===== src/rtl/max_scan_ctrl_if.sv =====
// Bus between the max-scan controller and its mux/consumer.
// master = controller side, slave = mux and result consumer side.
interface max_scan_ctrl_if #(
   parameter int DATA_W = 16,
   parameter int SEL_W  = 4
);
   logic              en;
   logic              start;
   logic [DATA_W-1:0] din;
   logic [SEL_W-1:0]  sel;
   logic              busy;
   logic              done;
   logic [DATA_W-1:0] max_val;
   logic [SEL_W-1:0]  max_idx;

   modport master (
      input  en, start, din,
      output sel, busy, done, max_val, max_idx
   );

   modport slave (
      output en, start, din,
      input  sel, busy, done, max_val, max_idx
   );
endinterface


===== src/rtl/max_scan_ctrl.sv =====
// Sweeps the mux select over N_IN inputs and tracks the running max and its index.
// Define MAX_SCAN_SIGNED_EN for two's-complement comparison; unsigned otherwise.
module max_scan_ctrl #(
   parameter int DATA_W = 16,
   parameter int N_IN   = 16,
   parameter int SEL_W  = 4
) (
   input  logic           clk,
   input  logic           rst_n,
   max_scan_ctrl_if.master bus
);

   typedef enum logic [1:0] {
      ST_IDLE,
      ST_SCAN,
      ST_DONE
   } state_t;

   localparam logic [SEL_W-1:0] LAST_SEL = SEL_W'(N_IN - 1);

   state_t            r_state;
   logic [SEL_W-1:0]  r_sel;
   logic              r_busy;
   logic              r_done;
   logic [DATA_W-1:0] r_max_val;
   logic [SEL_W-1:0]  r_max_idx;
   logic              w_greater;

`ifdef MAX_SCAN_SIGNED_EN
   assign w_greater = $signed(bus.din) > $signed(r_max_val);
`else
   assign w_greater = bus.din > r_max_val;
`endif

   always_ff @(posedge clk) begin
      if (!rst_n) begin
         r_state   <= ST_IDLE;
         r_sel     <= '0;
         r_busy    <= 1'b0;
         r_done    <= 1'b0;
         r_max_val <= '0;
         r_max_idx <= '0;
      end else if (bus.en) begin
         case (r_state)
            ST_IDLE: begin
               r_sel  <= '0;
               r_done <= 1'b0;
               if (bus.start) begin
                  r_state <= ST_SCAN;
                  r_busy  <= 1'b1;
               end
            end
            ST_SCAN: begin
               // Index 0 seeds the result; later strict-greater keeps the lowest index on ties.
               if (r_sel == '0 || w_greater) begin
                  r_max_val <= bus.din;
                  r_max_idx <= r_sel;
               end
               if (r_sel == LAST_SEL) begin
                  r_sel   <= '0;
                  r_state <= ST_DONE;
                  r_done  <= 1'b1;
               end else begin
                  r_sel <= r_sel + SEL_W'(1);
               end
            end
            ST_DONE: begin
               r_done  <= 1'b0;
               r_busy  <= 1'b0;
               r_state <= ST_IDLE;
            end
            default: begin
               r_state <= ST_IDLE;
               r_sel   <= '0;
               r_busy  <= 1'b0;
               r_done  <= 1'b0;
            end
         endcase
      end
   end

   assign bus.sel     = r_sel;
   assign bus.busy    = r_busy;
   assign bus.done    = r_done;
   assign bus.max_val = r_max_val;
   assign bus.max_idx = r_max_idx;

endmodule


===== src/flat_wrapper.sv =====
// flat-port wrapper written by rule: the top's interface ports become plain ports
module max_scan_ctrl_flat 
#(
   parameter int DATA_W = 16,
   parameter int N_IN   = 16,
   parameter int SEL_W  = 4
)
  (clk, rst_n, bus_en, bus_start, bus_din, bus_sel, bus_busy, bus_done, bus_max_val, bus_max_idx);
  max_scan_ctrl_if #(.DATA_W(DATA_W), .SEL_W(SEL_W)) bus_i ();
  input  logic clk;
  input  logic rst_n;
  input wire logic [$bits(bus_i.en)-1:0] bus_en;
  input wire logic [$bits(bus_i.start)-1:0] bus_start;
  input wire logic [$bits(bus_i.din)-1:0] bus_din;
  output wire logic [$bits(bus_i.sel)-1:0] bus_sel;
  output wire logic [$bits(bus_i.busy)-1:0] bus_busy;
  output wire logic [$bits(bus_i.done)-1:0] bus_done;
  output wire logic [$bits(bus_i.max_val)-1:0] bus_max_val;
  output wire logic [$bits(bus_i.max_idx)-1:0] bus_max_idx;
  assign bus_i.en = bus_en;
  assign bus_i.start = bus_start;
  assign bus_i.din = bus_din;
  assign bus_sel = bus_i.sel;
  assign bus_busy = bus_i.busy;
  assign bus_done = bus_i.done;
  assign bus_max_val = bus_i.max_val;
  assign bus_max_idx = bus_i.max_idx;
  max_scan_ctrl #(.DATA_W(DATA_W), .N_IN(N_IN), .SEL_W(SEL_W)) u_core (.clk(clk), .rst_n(rst_n), .bus(bus_i));
endmodule

===== config.mk =====
export PLATFORM = sky130hd
export DESIGN_NAME = max_scan_ctrl_flat
export DESIGN_NICKNAME = d
export VERILOG_FILES = /design/src/rtl/max_scan_ctrl_if.sv /design/src/rtl/max_scan_ctrl.sv /design/src/flat_wrapper.sv
export SDC_FILE = /design/constraint.sdc
export NUM_CORES = 1
export LEC_CHECK = 0
export ABC_AREA = 0
export CAP_MARGIN = 5
export CORE_ASPECT_RATIO = 1.2
export CORE_MARGIN = 2
export CORE_UTILIZATION = 25
export CTS_CLUSTER_DIAMETER = 80
export DETAILED_ROUTE_END_ITERATION = 6
export PLACE_DENSITY = 0.48
export SKIP_LAST_GASP = 1
export SYNTH_ARGS = -nofsm -noshare
export SYNTH_HDL_FRONTEND = slang
export SYNTH_SLANG_ARGS = --single-unit

===== constraint.sdc =====
create_clock -name clk -period 2.5 [get_ports clk]
set_input_delay 0.625 -clock clk [delete_from_list [all_inputs] [get_ports clk]]
set_output_delay 0.625 -clock clk [all_outputs]
set_load 0.05 [all_outputs]

==> report_table.html <==
<table>
<tr><th>Metric</th><th>Value</th></tr>
<tr><th colspan="2">Logic synthesis</th></tr>
<tr><td>Mapped Area</td><td>1730 µm²</td></tr>
<tr><td>Post-synthesis sequential area ratio</td><td>0.324</td></tr>
<tr><td>Synthesized instance count</td><td>195</td></tr>
<tr><td>Yosys warning count</td><td>0</td></tr>
<tr><td>Dominant cell type by area after synthesis</td><td>sky130_fd_sc_hd__dfxtp_1</td></tr>
<tr><td>Number of synthesized flops with an enable pin</td><td>0</td></tr>
<tr><td>Flip-flop cell with the highest count after synthesis</td><td>sky130_fd_sc_hd__dfxtp_1</td></tr>
<tr><td>Ys async rst share</td><td>0</td></tr>
<tr><td>#FFs+latches synth</td><td>28</td></tr>
<tr><td>Most common cell in the netlist</td><td>sky130_fd_sc_hd__dfxtp_1</td></tr>
<tr><td>Netlist cell types</td><td>38</td></tr>
<tr><td>Average cell area after synthesis</td><td>8.86 µm²</td></tr>
<tr><td>Most frequent cells after synthesis</td><td>sky130_fd_sc_hd__dfxtp_1, sky130_fd_sc_hd__inv_1, sky130_fd_sc_hd__ha_1, sky130_fd_sc_hd__nand2_1, sky130_fd_sc_hd__a32o_1</td></tr>
<tr><td>Top cells by area, synth</td><td>sky130_fd_sc_hd__dfxtp_1, sky130_fd_sc_hd__ha_1, sky130_fd_sc_hd__a32o_1</td></tr>
<tr><td>Total nets after synthesis</td><td>233</td></tr>
<tr><td>Synth top area share</td><td>0.324</td></tr>
<tr><th colspan="2">GRT</th></tr>
<tr><td>Maximum number of pins on one net before global-route repair</td><td>54</td></tr>
<tr><td>Global-route wire length before repair</td><td>7.83 mm</td></tr>
<tr><td>Leftover overflow at the end of global routing</td><td>0</td></tr>
<tr><td>Antenna violations before repair</td><td>0</td></tr>
<tr><td>Overall global routing resource usage</td><td>0.131</td></tr>
<tr><td>Number of global-route vias before repair</td><td>1679</td></tr>
<tr><th colspan="2">Job</th></tr>
<tr><td>Number of violations of the max-capacitance limit</td><td>0</td></tr>
<tr><th colspan="2">Critical path</th></tr>
<tr><td>Setup crit end kind</td><td>flip-flop</td></tr>
<tr><td>Launching element type of the critical path</td><td>input pin</td></tr>
<tr><td>CP max stage cell</td><td>sky130_fd_sc_hd__clkdlybuf4s50_1</td></tr>
<tr><td>Worst Path Required</td><td>2.68 ns</td></tr>
<tr><td>Kind of critical path</td><td>input pin to flip-flop</td></tr>
<tr><td>Buffers &amp; Inverters on Critical Path</td><td>3</td></tr>
<tr><td>Data arrival time of the worst path</td><td>2.61 ns</td></tr>
<tr><td>Cells traversed along the worst timing path</td><td>clkdlybuf4s50_1 -&gt; ha_1 -&gt; a21oi_1 -&gt; a21boi_4 -&gt; buf_6 -&gt; or3_4 -&gt; buf_6 -&gt; a32o_1</td></tr>
<tr><td>Maximum fanout count along the critical path</td><td>8</td></tr>
<tr><td>Top Family by Delay on Critical Path</td><td>buffers and inverters</td></tr>
<tr><td>Crit path largest cell delay</td><td>0.43 ns</td></tr>
<tr><td>Crit-path most repeated cell</td><td>sky130_fd_sc_hd__buf_6</td></tr>
<tr><th colspan="2">Drt</th></tr>
<tr><td>Residual DRC count</td><td>0</td></tr>
<tr><td>Antenna Nets Post-Route</td><td>0</td></tr>
<tr><td>DRT iter0 DRCs</td><td>42</td></tr>
<tr><td>Routed wire length</td><td>4.97 mm</td></tr>
<tr><td>Detailed Routing Iterations Pass 1</td><td>4</td></tr>
<tr><td>DR vias/cell</td><td>4.95</td></tr>
<tr><td>Via count</td><td>1678</td></tr>
<tr><td>WL/cell</td><td>14.7 µm</td></tr>
<tr><th colspan="2">Floorplanning</th></tr>
<tr><td>Die outline height</td><td>95.1 µm</td></tr>
<tr><td>DIE WIDTH</td><td>79.9 µm</td></tr>
<tr><td>Count of standard-cell rows</td><td>33</td></tr>
<tr><td>Initial standard-cell utilization of the core</td><td>0.255</td></tr>
<tr><td>Total Die Area</td><td>7600 µm²</td></tr>
<tr><td>Number of top-level pins</td><td>46</td></tr>
<tr><td>Placeable core region</td><td>6770 µm²</td></tr>
<tr><th colspan="2">STA</th></tr>
<tr><td>Fin. Hold Viols</td><td>0</td></tr>
<tr><td>Number of setup violations in the final report</td><td>0</td></tr>
<tr><td>Minimum clock period</td><td>2.43 ns</td></tr>
<tr><td>Share of the clock period used by the worst path</td><td>0.972</td></tr>
<tr><td>Final setup skew</td><td>0.00383 ns</td></tr>
<tr><td>F_max</td><td>0.412 GHz</td></tr>
<tr><td>RSZ-0062 raised after global routing</td><td>false</td></tr>
<tr><td>Transition time at the pin with the least slew margin</td><td>0.515 ns</td></tr>
<tr><td>Hold slack final</td><td>0.493 ns</td></tr>
<tr><td>Worst slew margin relative to its limit</td><td>0.655</td></tr>
<tr><td>Final count of pins violating max slew</td><td>0</td></tr>
<tr><th colspan="2">Clock network</th></tr>
<tr><td>Clk Latency, worst-skew pair</td><td>0.28 ns</td></tr>
<tr><td>Reg clk slew, reported paths</td><td>0.10 ns</td></tr>
<tr><td>Max H-tree Level</td><td>1</td></tr>
<tr><td>Number of buffers on the longest clock path</td><td>2</td></tr>
<tr><td>Number of buffers inserted during clock tree synthesis</td><td>3</td></tr>
<tr><td>Clock tree root buffer cell</td><td>sky130_fd_sc_hd__clkbuf_8</td></tr>
<tr><td>Number of buffers inserted by hold repair at cts</td><td>0</td></tr>
<tr><td>Total number of clock tree sinks</td><td>28</td></tr>
<tr><td>CTS tree</td><td>yes</td></tr>
<tr><th colspan="2">Power and ir drop</th></tr>
<tr><td>Largest voltage drop on the vdd net</td><td>0.201 mV</td></tr>
<tr><td>Power density over cell area</td><td>403 nW/µm²</td></tr>
<tr><td>Total chip power</td><td>1.06 mW</td></tr>
<tr><td>Leak</td><td>1.03 nW</td></tr>
<tr><th colspan="2">Layout</th></tr>
<tr><td>Net count of the finished layout</td><td>291</td></tr>
<tr><td>Number of standard cells in the layout, taps in and fillers out</td><td>339</td></tr>
<tr><td>Share of post-route cells with drive strength above 1</td><td>0.210</td></tr>
<tr><td>Antenna cell count</td><td>0</td></tr>
<tr><td>Synthesis-to-finish area growth</td><td>53.0%</td></tr>
<tr><td>Fraction of the core area covered by cells at the end of the flow</td><td>0.390</td></tr>
<tr><th colspan="2">Hold path</th></tr>
<tr><td>Class of the worst hold path</td><td>flip-flop to flip-flop</td></tr>
<tr><th colspan="2">Placement</th></tr>
<tr><td>Count of input and output buffers</td><td>45</td></tr>
<tr><td>HPWL after detailed placement</td><td>3.38 mm</td></tr>
<tr><td>Placed insts</td><td>329</td></tr>
<tr><td>Final weighted congestion in routability-driven placement</td><td>0.771</td></tr>
<tr><th colspan="2">Status</th></tr>
<tr><td>Run status</td><td>finished clean</td></tr>
</table>
## what timing repair did
action	in CTS	in global routing
endpoints found under the setup margin	20	20
gates cloned	1	0
pin swaps	7	8
hold endpoints to repair	0	0
setup buffers	4	1
resized for setup	24	18
## routing by layer
metal  wire length [µm]  track usage  share of wire  vias up
met5                  0            0              0        -
met3                236       0.0227          0.047        5
met1               2100        0.153           0.42      797
met2               2580        0.237           0.52       37
li1                   -            -              -      839
met4                 61       0.0480          0.012        0
## registers in the layout (all words and copies together) (netlist names)
signal              cells
u_core.bus.busy         1
u_core.bus.done         1
u_core.bus.max_idx      4
u_core.bus.max_val     16
u_core.bus.sel          4
u_core.r_state          2
## area by class of cell
type	instances	area, µm²
Clock buffer	4	55.1
Fill cell	720	4130
Tap cell	87	109
Inverter	20	75.1
Sequential cell	28	561
Multi-Input combinational cell	134	1200
Timing Repair Buffer	66	647
## through the flow
stage,area [µm²],worst slack (ns),setup TNS [ns]
final,2640,0.0705,0
after CTS,2550,-0.00142,-0.00142
after global routing,2640,0.0102,0
after floorplan,1730,0.105,0
after global placement,2340,-0.640,-11.64
after detailed placement,2340,-0.749,-12.68
## placed cells by master, fill, tap and decap left out, types with 2 or more instances in the layout
cell,n
sky130_fd_sc_hd__a21oi_1,8
sky130_fd_sc_hd__a21oi_2,3
sky130_fd_sc_hd__a32o_1,15
sky130_fd_sc_hd__a32oi_1,2
sky130_fd_sc_hd__and2_1,2
sky130_fd_sc_hd__and3_1,14
sky130_fd_sc_hd__and3_2,2
sky130_fd_sc_hd__buf_4,17
sky130_fd_sc_hd__buf_6,3
sky130_fd_sc_hd__clkbuf_8,4
sky130_fd_sc_hd__clkdlybuf4s50_1,33
sky130_fd_sc_hd__dfxtp_1,28
sky130_fd_sc_hd__dlygate4sd2_1,4
sky130_fd_sc_hd__dlymetal6s2s_1,8
sky130_fd_sc_hd__ha_1,9
sky130_fd_sc_hd__ha_4,9
sky130_fd_sc_hd__inv_1,20
sky130_fd_sc_hd__nand2_1,16
sky130_fd_sc_hd__nand3_1,7
sky130_fd_sc_hd__nand4_1,3
sky130_fd_sc_hd__nor2_1,4
sky130_fd_sc_hd__nor2b_1,5
sky130_fd_sc_hd__nor3_1,2
sky130_fd_sc_hd__o21ai_0,4
sky130_fd_sc_hd__o311ai_1,2
sky130_fd_sc_hd__o311ai_2,3
sky130_fd_sc_hd__or4_1,5
## worst paths after layout
| path | startpoint | end | slack, ns | depth (start not counted) |
|---|---|---|---|---|
| min reg2reg | u_core.bus.done$_SDFFE_PN0P_ | u_core.bus.done$_SDFFE_PN0P_ | 0.49 | 2 |
| min | u_core.bus.done$_SDFFE_PN0P_ | u_core.bus.done$_SDFFE_PN0P_ | 0.49 | 2 |
| max reg2reg | u_core.bus.max_val[15]$_SDFFE_PN0P_ | u_core.bus.max_val[2]$_SDFFE_PN0P_ | 0.31 | 9 |
| max | bus_din[3] | u_core.bus.max_val[2]$_SDFFE_PN0P_ | 0.07 | 8 |
## worst min-delay path: stages (launching register included)
cell and delay, ns:
sky130_fd_sc_hd__dfxtp_1 0.34, sky130_fd_sc_hd__a21oi_1 0.04, sky130_fd_sc_hd__nor2_1 0.08
## kinds of logic (layout without fill, tap and decap cells)
kind of cell | count (synthesis) | after routing | synth area share
and+or+nand+nor | 65 | 65 | 0.217
muxes | 1 | 1 | 0.00579
DFF | 28 | 28 | 0.324
adders and majority gates | 18 | 18 | 0.130
AOI/OAI and AO/OA | 50 | 50 | 0.237
buffers and inverters | 33 | 90 | 0.0854
## where the power goes
group / switching, mW / internal (mW) / total (mW)
Sequential: 0.0123 / 0.461 / 0.474
Combinational: 0.162 / 0.131 / 0.293
Clock: 0.157 / 0.142 / 0.298
Total: 0.331 / 0.734 / 1.06
Power figures use the tool's default switching activity.
